[config.mk]
export PLATFORM = sky130hd
export DESIGN_NAME = cdc_fifo_nibble_packer_flat
export DESIGN_NICKNAME = d
export VERILOG_FILES = /design/src/rtl/cdc_fifo_nibble_packer_if.sv /design/src/rtl/cdc_fifo_nibble_packer.sv /design/src/flat_wrapper.sv
export SDC_FILE = /design/constraint.sdc
export NUM_CORES = 1
export LEC_CHECK = 0
export ABC_AREA = 1
export CELL_PAD_IN_SITES_DETAIL_PLACEMENT = 0
export CELL_PAD_IN_SITES_GLOBAL_PLACEMENT = 1
export CORE_MARGIN = 2
export CORE_UTILIZATION = 38
export CTS_CLUSTER_SIZE = 14
export DETAILED_ROUTE_END_ITERATION = 6
export PLACE_DENSITY_LB_ADDON = 0.1
export SYNTH_ARGS = -nofsm -noshare
export SYNTH_HDL_FRONTEND = slang
export SYNTH_SLANG_ARGS = --single-unit
[constraint.sdc]
create_clock -name read_clock -period 1.9 [get_ports read_clock]
set_input_delay 0.38 -clock read_clock [delete_from_list [all_inputs] [get_ports read_clock]]
set_output_delay 0.38 -clock read_clock [all_outputs]
set_load 0.01 [all_outputs]
[src/rtl/cdc_fifo_nibble_packer_if.sv]
// Bus bundle for cdc_fifo_nibble_packer: FIFO read port, flush request and
// the packed-word valid/ready output with its accepted-word counter.
interface cdc_fifo_nibble_packer_if #(
  parameter int DATA_WIDTH = 4,
  parameter int NIBBLES    = 2
);
  localparam int CW = $clog2(NIBBLES + 1);

  logic                          fifo_empty;
  logic [DATA_WIDTH-1:0]         fifo_read_data;
  logic                          fifo_read_increment;
  logic                          flush;
  logic [DATA_WIDTH*NIBBLES-1:0] out_data;
  logic [CW-1:0]                 out_count;
  logic                          out_valid;
  logic                          out_ready;
  logic [7:0]                    word_count;

  // Packer side.
  modport master (
    input  fifo_empty, fifo_read_data, flush, out_ready,
    output fifo_read_increment, out_data, out_count, out_valid, word_count
  );

  // FIFO / consumer side.
  modport slave (
    output fifo_empty, fifo_read_data, flush, out_ready,
    input  fifo_read_increment, out_data, out_count, out_valid, word_count
  );
endinterface

[src/rtl/cdc_fifo_nibble_packer.sv]
// Drains nibbles from a first-word-fall-through FIFO read port and packs
// NIBBLES of them per output word; flush emits a partially filled word.
module cdc_fifo_nibble_packer #(
  parameter int DATA_WIDTH = 4,
  parameter int NIBBLES    = 2,
  parameter int LSB_FIRST  = 1
) (
  input  logic                      read_clock,
  input  logic                      read_reset,
  cdc_fifo_nibble_packer_if.master  bus
);
  localparam int          CW = $clog2(NIBBLES + 1);
  localparam int          WW = DATA_WIDTH * NIBBLES;
  localparam int unsigned NB = NIBBLES;
  localparam int unsigned DW = DATA_WIDTH;

  localparam logic [0:0] FILL  = 1'b0;
  localparam logic [0:0] STALL = 1'b1;

  logic [0:0]    state;
  logic [CW-1:0] idx;            // reaches NIBBLES only while stalled on a full word
  logic [WW-1:0] asm_q;
  logic [WW-1:0] asm_next;
  logic          flush_pending;
  logic [WW-1:0] out_data_q;
  logic [CW-1:0] out_count_q;
  logic          out_valid_q;
  logic [7:0]    word_count_q;

  logic          pop;
  logic          accept;
  logic          out_free;
  logic          flush_any;
  logic          complete;
  logic [CW-1:0] total;

  assign pop       = !read_reset && !bus.fifo_empty && (state == FILL);
  assign accept    = out_valid_q && bus.out_ready;
  assign out_free  = !out_valid_q || bus.out_ready;
  assign flush_any = bus.flush || flush_pending;
  assign total     = idx + CW'(pop);
  assign complete  = (state == FILL) &&
                     ((pop && (idx == CW'(NIBBLES - 1))) || (flush_any && (total != '0)));

  always_comb begin
    asm_next = asm_q;
    for (int unsigned i = 0; i < NB; i++) begin
      if (pop && (idx == CW'(i))) begin
        asm_next[((LSB_FIRST != 0) ? i : (NB - 32'd1 - i)) * DW +: DATA_WIDTH] = bus.fifo_read_data;
      end
    end
  end

  always_ff @(posedge read_clock or posedge read_reset) begin
    if (read_reset) begin
      state         <= FILL;
      idx           <= '0;
      asm_q         <= '0;
      flush_pending <= 1'b0;
      out_data_q    <= '0;
      out_count_q   <= '0;
      out_valid_q   <= 1'b0;
      word_count_q  <= '0;
    end else begin
      if (accept) begin
        word_count_q <= word_count_q + 8'd1;
        out_valid_q  <= 1'b0;
      end
      if (state == FILL) begin
        if (complete && out_free) begin
          out_data_q  <= asm_next;
          out_count_q <= total;
          out_valid_q <= 1'b1;
          idx         <= '0;
          asm_q       <= '0;
        end else begin
          asm_q <= asm_next;
          idx   <= total;
          if (complete) begin
            state <= STALL;
          end
        end
        // In FILL a flush either completes a word or is an empty no-op,
        // so the pending flag never outlives a FILL cycle.
        flush_pending <= 1'b0;
      end else begin
        flush_pending <= flush_pending | bus.flush;
        if (accept) begin
          out_data_q  <= asm_q;
          out_count_q <= idx;
          out_valid_q <= 1'b1;
          asm_q       <= '0;
          idx         <= '0;
          state       <= FILL;
        end
      end
    end
  end

  assign bus.fifo_read_increment = pop;
  assign bus.out_data            = out_data_q;
  assign bus.out_count           = out_count_q;
  assign bus.out_valid           = out_valid_q;
  assign bus.word_count          = word_count_q;
endmodule

[src/flat_wrapper.sv]
// flat-port wrapper written by rule: the top's interface ports become plain ports
module cdc_fifo_nibble_packer_flat 
#(
  parameter int DATA_WIDTH = 4,
  parameter int NIBBLES    = 2,
  parameter int LSB_FIRST  = 1
)
  (read_clock, read_reset, bus_fifo_empty, bus_fifo_read_data, bus_flush, bus_out_ready, bus_fifo_read_increment, bus_out_data, bus_out_count, bus_out_valid, bus_word_count);
  cdc_fifo_nibble_packer_if #(.DATA_WIDTH(DATA_WIDTH), .NIBBLES(NIBBLES)) bus_i ();
  input  logic read_clock;
  input  logic read_reset;
  input wire logic [$bits(bus_i.fifo_empty)-1:0] bus_fifo_empty;
  input wire logic [$bits(bus_i.fifo_read_data)-1:0] bus_fifo_read_data;
  input wire logic [$bits(bus_i.flush)-1:0] bus_flush;
  input wire logic [$bits(bus_i.out_ready)-1:0] bus_out_ready;
  output wire logic [$bits(bus_i.fifo_read_increment)-1:0] bus_fifo_read_increment;
  output wire logic [$bits(bus_i.out_data)-1:0] bus_out_data;
  output wire logic [$bits(bus_i.out_count)-1:0] bus_out_count;
  output wire logic [$bits(bus_i.out_valid)-1:0] bus_out_valid;
  output wire logic [$bits(bus_i.word_count)-1:0] bus_word_count;
  assign bus_i.fifo_empty = bus_fifo_empty;
  assign bus_i.fifo_read_data = bus_fifo_read_data;
  assign bus_i.flush = bus_flush;
  assign bus_i.out_ready = bus_out_ready;
  assign bus_fifo_read_increment = bus_i.fifo_read_increment;
  assign bus_out_data = bus_i.out_data;
  assign bus_out_count = bus_i.out_count;
  assign bus_out_valid = bus_i.out_valid;
  assign bus_word_count = bus_i.word_count;
  cdc_fifo_nibble_packer #(.DATA_WIDTH(DATA_WIDTH), .NIBBLES(NIBBLES), .LSB_FIRST(LSB_FIRST)) u_core (.read_clock(read_clock), .read_reset(read_reset), .bus(bus_i));
endmodule
Yosys cells after proc, flatten, opt, wreduce, memory -nomap -nowiden
Cells that the tools add are included.
Cells by class
  bitwise gates (word level): 2
  add/sub/neg operators: 2
  eq/ne operators: 2
  mux-type cells: 23
  reductions and logical operators: 18
Operator list (count)
  $mux W8: 6
  $mux W2: 6
  $mux W1: 9
  $add A8 B1 Y8 const B: 1
  $logic_and A1 B1 Y1: 8
  $mux W4: 2
  $reduce_bool A2 Y1: 2
  $logic_not A1 Y1: 3
  $logic_or A1 B1 Y1: 3
  $add A2 B1 Y2: 1
  $eq A2 B1 Y1 const B: 1
  $logic_not A2 Y1: 1
  $ne A2 B2 Y1 const B: 1
  $reduce_and A2 Y1: 1
  $not A1 Y1: 1
  $or A1 B1 Y1: 1
Word-level totals
  register bits after elaboration: 31
  word-level logic and storage cells: 55
  output and inout bits: 20

Longest topological paths before layout
  word-level depth: 11
  mapped depth: 11
  depth with buffers taken out: 11

Worst setup path before layout
OpenSTA, ideal clock, no wires.
  kind: input to register
  start point: input port read_reset
  end point: register u_core.out_data_q[6] (netlist: u_core.bus.out_data[6])
  arrival time: 1.820 ns
  setup time: 0.117 ns
  path slack: -0.037 ns
  required time: 1.783 ns
  stages: 7
  cells stage by stage: inv_1 -> nand4_4 -> nand2_4 -> nand3_4 -> buf_6 -> nand3_1 -> nand2_1
Between the ends
  longest elaborated chain between the ends: 11
Ends and longest elaborated chain
  start, declared: RTL line flat_wrapper.sv:11  | input logic read_reset;
  $logic_not A1 Y1 (no source line) (*)
  $logic_and A1 B1 Y1 (*) (2 in a row): RTL line cdc_fifo_nibble_packer.sv:37  | assign pop = !read_reset && !bus.fifo_empty && (state == FILL);
  $add A2 B1 Y2: RTL line cdc_fifo_nibble_packer.sv:41  | assign total = idx + CW'(pop);
  $reduce_bool A2 Y1: RTL line cdc_fifo_nibble_packer.sv:43  | ((pop && (idx == CW'(NIBBLES - 1))) || (flush_any && (total != '0)));
  $logic_and A1 B1 Y1: RTL line cdc_fifo_nibble_packer.sv:43
  $logic_or A1 B1 Y1: RTL line cdc_fifo_nibble_packer.sv:43
  $logic_and A1 B1 Y1: RTL line cdc_fifo_nibble_packer.sv:42  | assign complete = (state == FILL) &&
  $logic_and A1 B1 Y1: RTL line cdc_fifo_nibble_packer.sv:70  | if (complete && out_free) begin
  $reduce_bool A2 Y1 (no source line)
  $reduce_and A2 Y1 (no source line)
  end signal, assigned: RTL line cdc_fifo_nibble_packer.sv:71  | out_data_q <= asm_next;
  end signal, assigned: RTL line cdc_fifo_nibble_packer.sv:89  | out_data_q <= asm_q;
  end, declared: RTL line cdc_fifo_nibble_packer.sv:25  | logic [WW-1:0] out_data_q;
Mark *: on every way between the ends. The rest lies on a longest branch, timed or not. The select of a mux whose other input is x is not followed.
A chain may end at the register's enable or synchronous reset.

Worst setup path after layout
  start point: register u_core.state
  end point: register u_core.out_data_q[2] (netlist: u_core.bus.out_data[2])
Between the ends
  longest elaborated chain between the ends: 10
Ends and longest elaborated chain
  start, declared: RTL line cdc_fifo_nibble_packer.sv:20  | logic [0:0] state;
  start signal, assigned: RTL line cdc_fifo_nibble_packer.sv:56  | state <= FILL;
  start signal, assigned: RTL line cdc_fifo_nibble_packer.sv:80  | state <= STALL;
  start signal, assigned: RTL line cdc_fifo_nibble_packer.sv:94  | state <= FILL;
  $not A1 Y1: RTL line cdc_fifo_nibble_packer.sv:37, cdc_fifo_nibble_packer.sv:42
  $logic_and A1 B1 Y1: RTL line cdc_fifo_nibble_packer.sv:37
  $add A2 B1 Y2: RTL line cdc_fifo_nibble_packer.sv:41
  $reduce_bool A2 Y1: RTL line cdc_fifo_nibble_packer.sv:43
  $logic_and A1 B1 Y1: RTL line cdc_fifo_nibble_packer.sv:43
  $logic_or A1 B1 Y1: RTL line cdc_fifo_nibble_packer.sv:43
  $logic_and A1 B1 Y1: RTL line cdc_fifo_nibble_packer.sv:42
  $logic_and A1 B1 Y1: RTL line cdc_fifo_nibble_packer.sv:70
  $reduce_bool A2 Y1 (no source line)
  $reduce_and A2 Y1 (no source line)
Parallel ways exist; a longest one is shown, timed or not. The select of a mux whose other input is x is not followed.

==> impl_summary.md <==
Outcome
The run finished with clean final reports.

Timing
Setup violations remaining at the end of the flow were counted as 0. The max-slew violation count is 0. At the pin with the least slew margin, the transition time is 0.392 ns. Setup repair after global routing left no endpoint under its margin.

The shortest clock period the worst path allows after layout is roughly 1.8 ns. The final setup skew is between 0.002 and 0.003 ns. The highest clock frequency the design can meet is 569 MHz. The relative max-transition margin is 0.739. The final count of hold timing violations was 0. In the finished design, the share of the clock period the worst path needs comes to 0.925.

Pwr
The net switching power of the design is 0.000259 W. The overall power is between 0.001 and 0.0015 W. The internal power is 0.000962 W. The largest voltage drop on the vdd net is approximately 0.41 mV.

The leakage power figure is approximately 1.1 nW. The share of total power in sequential cells is 0.540. Of the total power, combinational logic draws 0.032.

The share of total power dissipated in the clock network is 0.427. Of the total power, the share spent switching nets is 0.212. Dividing total power by cell area gives a power density of 591 mW/mm².

Finish
The share of cells above drive strength 1 is 0.165. The final net count is 235. The post-route core utilization is 0.525. From synthesis to final layout, the design area changed by 34.0%. 0 antenna diodes ended up in the layout.

Detailed routing
The total routed wirelength is 3.25 mm. In this run, the number of DRC markers left after iteration 0 of detailed routing was 45. The total number of vias is between 1000 and 1500.

The post-route antenna net violation count is 0. The first-pass iteration count of the detailed router is 4. After detailed routing, the average wire length per cell comes to 11.9 µm.

The routed via count divided by cell count is 4.73. The count of unresolved DRC violations after routing is 0.

Clocking
After clock tree synthesis, the clock-pin slew on the worst setup and hold paths is 0.06 ns. The clock tree from TritonCTS is yes. No sink is reached through more buffers than the 2 on the longest clock path. The tree is rooted in a sky130_fd_sc_hd__clkbuf_8.

The later pin in the worst-skew pair is clocked with a latency of 0.28 ns. The number of buffers created by CTS is 5. In this run, post-CTS hold repair placed 0 buffers. Counting every sink on the clock net gives 31. The clock tree synthesis step divided the H-tree into 2 levels.

Place
At the end of routability-driven placement, the weighted congestion stood at 0.809. The number of port buffers is 28. Detailed placement ended at an HPWL of 2.40 mm.

Yosys
Yosys attributes the largest share of cell area to sky130_fd_sc_hd__dfrtp_1 50%, sky130_fd_sc_hd__nand2_1 16%, sky130_fd_sc_hd__nand3_1 5.2%. The area of the mapped netlist is 0.00154 mm². The commonest cells after synthesis are 67 x sky130_fd_sc_hd__nand2_1, 31 x sky130_fd_sc_hd__dfrtp_1, 19 x sky130_fd_sc_hd__inv_1.

The number of enable-type register cells in the synthesized netlist is 0. The number of distinct standard cells referenced by the synthesized netlist is 22. The synthesis warning total is 0. The number of instances in the synthesized netlist is 179.

For this run, the register share of the synthesized area comes to 0.502. The most used flip-flop cell after synthesis is sky130_fd_sc_hd__dfrtp_1. After synthesis the netlist holds a flip-flop and latch count of 31. The net count after synthesis is 190. The share of flip-flops with an asynchronous set or reset is 1.00.

The most used standard cell by instance count after synthesis is sky130_fd_sc_hd__nand2_1. The biggest area contributor in the post-synthesis netlist is sky130_fd_sc_hd__dfrtp_1. The area share of the largest cell type after synthesis is 0.502. The synthesized area per cell is 8.63 µm².

Global routing
In the global route stage, met3 resource usage came out at 0.0433. After global routing the overflow that remains totals 0. The met1 capacity usage during global routing is 0.211. The first global-routing pass estimated 5.63 mm of wire.

The largest net degree at the start of global routing is 32. The number of global-route vias before repair is 1240. In the global route stage, overall resource usage came out at 0.167. The busiest metal layer after global routing is met2. The met2 global-route usage is 0.272. The initial antenna violation count is 0.

Setup path
The most critical setup path has its startpoint at u_core.state$_DFF_PP0_. The termination of the worst setup path is u_core.bus.out_data[2]$_DFFE_PP0P_. The worst reg-to-reg setup slack is 0.14 ns. Measured in cells, the most critical reg-to-reg path has a length of 11. The endpoint identified for the worst register-to-register timing path is u_core.bus.out_data[2]$_DFFE_PP0P_.

The kind of start point of the critical path is a flop. Data arrives at the worst endpoint at 1.98 ns. The worst setup path is of the reg2reg kind. The worst setup path is captured at a flop. The startpoint of the lowest-slack register-to-register path is u_core.state$_DFF_PP0_. At the worst endpoint, the required time is 2.12 ns. Of all nets on the critical path, the largest fanout is 9.

Floorplanning
The core region is 0.00394 mm². The floorplan has 23 rows. Measured along the y axis, the die boundary spans around 68 µm. Measured along the x axis, the die boundary spans 67.7 µm.

29 I/O pins were placed. The floorplan step defined a die boundary enclosing roughly 0.0046 mm². The initial standard-cell utilization of the core is 0.392.

Run
The number of maximum-capacitance violations is 0.

Worst hold path
The class of the tightest hold or removal check is reg2reg. The cell depth of the worst min-delay path is 2.
## repair_timing
item | in CTS | in global routing
pin swaps | 1 | 0
hold endpoints to repair | 0 | 0
setup buffers | 1 | 0
endpoints found under the setup margin | 1 | 19
resized for setup | 4 | 1
## stage by stage
| step | hold slack, ns | setup slack (ns) | instance area, µm² | std cells | TNS [ns] |
|---|---|---|---|---|---|
| 6_report | 0.477 | 0.143 | 2070 | 274 | 0 |
| 5_1_grt | 0.499 | 0.0127 | 2070 | 274 | 0 |
| 4_1_cts | 0.482 | 0.00764 | 2070 | 274 | 0 |
| 3_5_place_dp | 0.465 | -0.231 | 1970 | 266 | -4.12 |
| 3_3_place_gp | 0.462 | -0.164 | 1970 | 266 | -2.83 |
| 2_1_floorplan | 0.317 | 0.214 | 1550 | 179 | 0 |
## state kept, by name (all words and copies together), names as in the netlist
| name | flops |
|---|---|
| u_core.asm_q | 8 |
| u_core.bus.out_data | 8 |
| u_core.bus.word_count | 8 |
| u_core.bus.out_count | 2 |
| u_core.idx | 2 |
| u_core.bus.out_valid | 1 |
| u_core.flush_pending | 1 |
| u_core.state | 1 |
## layout by cell type, fill, tap and decap left out, types with 2 or more instances in the layout
cell type and n:
sky130_fd_sc_hd__nand2_4 2, sky130_fd_sc_hd__nor2_2 2, sky130_fd_sc_hd__buf_4 11, sky130_fd_sc_hd__dlygate4sd2_1 2, sky130_fd_sc_hd__ha_1 2, sky130_fd_sc_hd__nand4_1 3, sky130_fd_sc_hd__dfrtp_1 31, sky130_fd_sc_hd__xnor2_1 4
sky130_fd_sc_hd__nand3_2 6, sky130_fd_sc_hd__xor2_1 2, sky130_fd_sc_hd__nor2_1 3, sky130_fd_sc_hd__buf_6 2, sky130_fd_sc_hd__clkdlybuf4s50_1 25, sky130_fd_sc_hd__o21ai_0 11, sky130_fd_sc_hd__nand3_1 16, sky130_fd_sc_hd__clkbuf_8 6
sky130_fd_sc_hd__inv_1 18, sky130_fd_sc_hd__inv_2 2, sky130_fd_sc_hd__nand2_1 67
## area by class of cell
class                   count  area (µm²)
fillers                   362        1870
clock inverters             1        5.00
repair buffers             42         405
clock buffers               6        82.6
well taps                  50        62.6
flip-flops and latches     31         776
multi-input cells         123         654
inverters                  21        82.6
## how the worst min path moves through the flow
stage                                start                          end
5_1_grt        u_core.asm_q[0]$_DFFE_PP0P_  u_core.asm_q[0]$_DFFE_PP0P_
6_report       u_core.asm_q[2]$_DFFE_PP0P_  u_core.asm_q[2]$_DFFE_PP0P_
3_5_place_dp   u_core.asm_q[0]$_DFFE_PP0P_  u_core.asm_q[0]$_DFFE_PP0P_
4_1_cts        u_core.asm_q[3]$_DFFE_PP0P_  u_core.asm_q[3]$_DFFE_PP0P_
2_1_floorplan                   read_reset  u_core.asm_q[0]$_DFFE_PP0P_
3_3_place_gp   u_core.asm_q[2]$_DFFE_PP0P_  u_core.asm_q[2]$_DFFE_PP0P_
## kinds of logic after synthesis
family | share of synthesized area
xor+xnor | 0.0340
simple gates | 0.331
compound gates | 0.0421
fa+ha+maj | 0.0162
buf+inv | 0.0737
flops | 0.502
## metal layers
| metal | wire [µm] | up-vias |
|---|---|---|
| li1 | - | 654 |
| met1 | 1500 | 602 |
| met2 | 1530 | 33 |
| met3 | 176 | 6 |
| met4 | 48 | 0 |
| met5 | 0 | - |
## power by group through the flow
stage,registers [W],logic (W),clock network [W]
after floorplan,0.000672,0.0000139,0
after global placement,0.000672,0.0000418,0
after detailed placement,0.000672,0.0000425,0
after CTS,0.000660,0.0000418,0.000539
after global routing,0.000659,0.0000444,0.000572
final,0.000660,0.0000397,0.000522
## worst max-delay path, stage by stage (launching register included)
cell and delay [ns]:
sky130_fd_sc_hd__dfrtp_1 0.41, sky130_fd_sc_hd__nor3_4 0.20, sky130_fd_sc_hd__buf_4 0.14, sky130_fd_sc_hd__ha_1 0.24, sky130_fd_sc_hd__inv_1 0.08, sky130_fd_sc_hd__nand3_1 0.07
sky130_fd_sc_hd__nand2_1 0.10, sky130_fd_sc_hd__nand2_4 0.07, sky130_fd_sc_hd__nand3_4 0.10, sky130_fd_sc_hd__buf_6 0.15, sky130_fd_sc_hd__nand3_1 0.07, sky130_fd_sc_hd__nand2_1 0.07
Note: power is estimated with default switching activity, not from simulation.
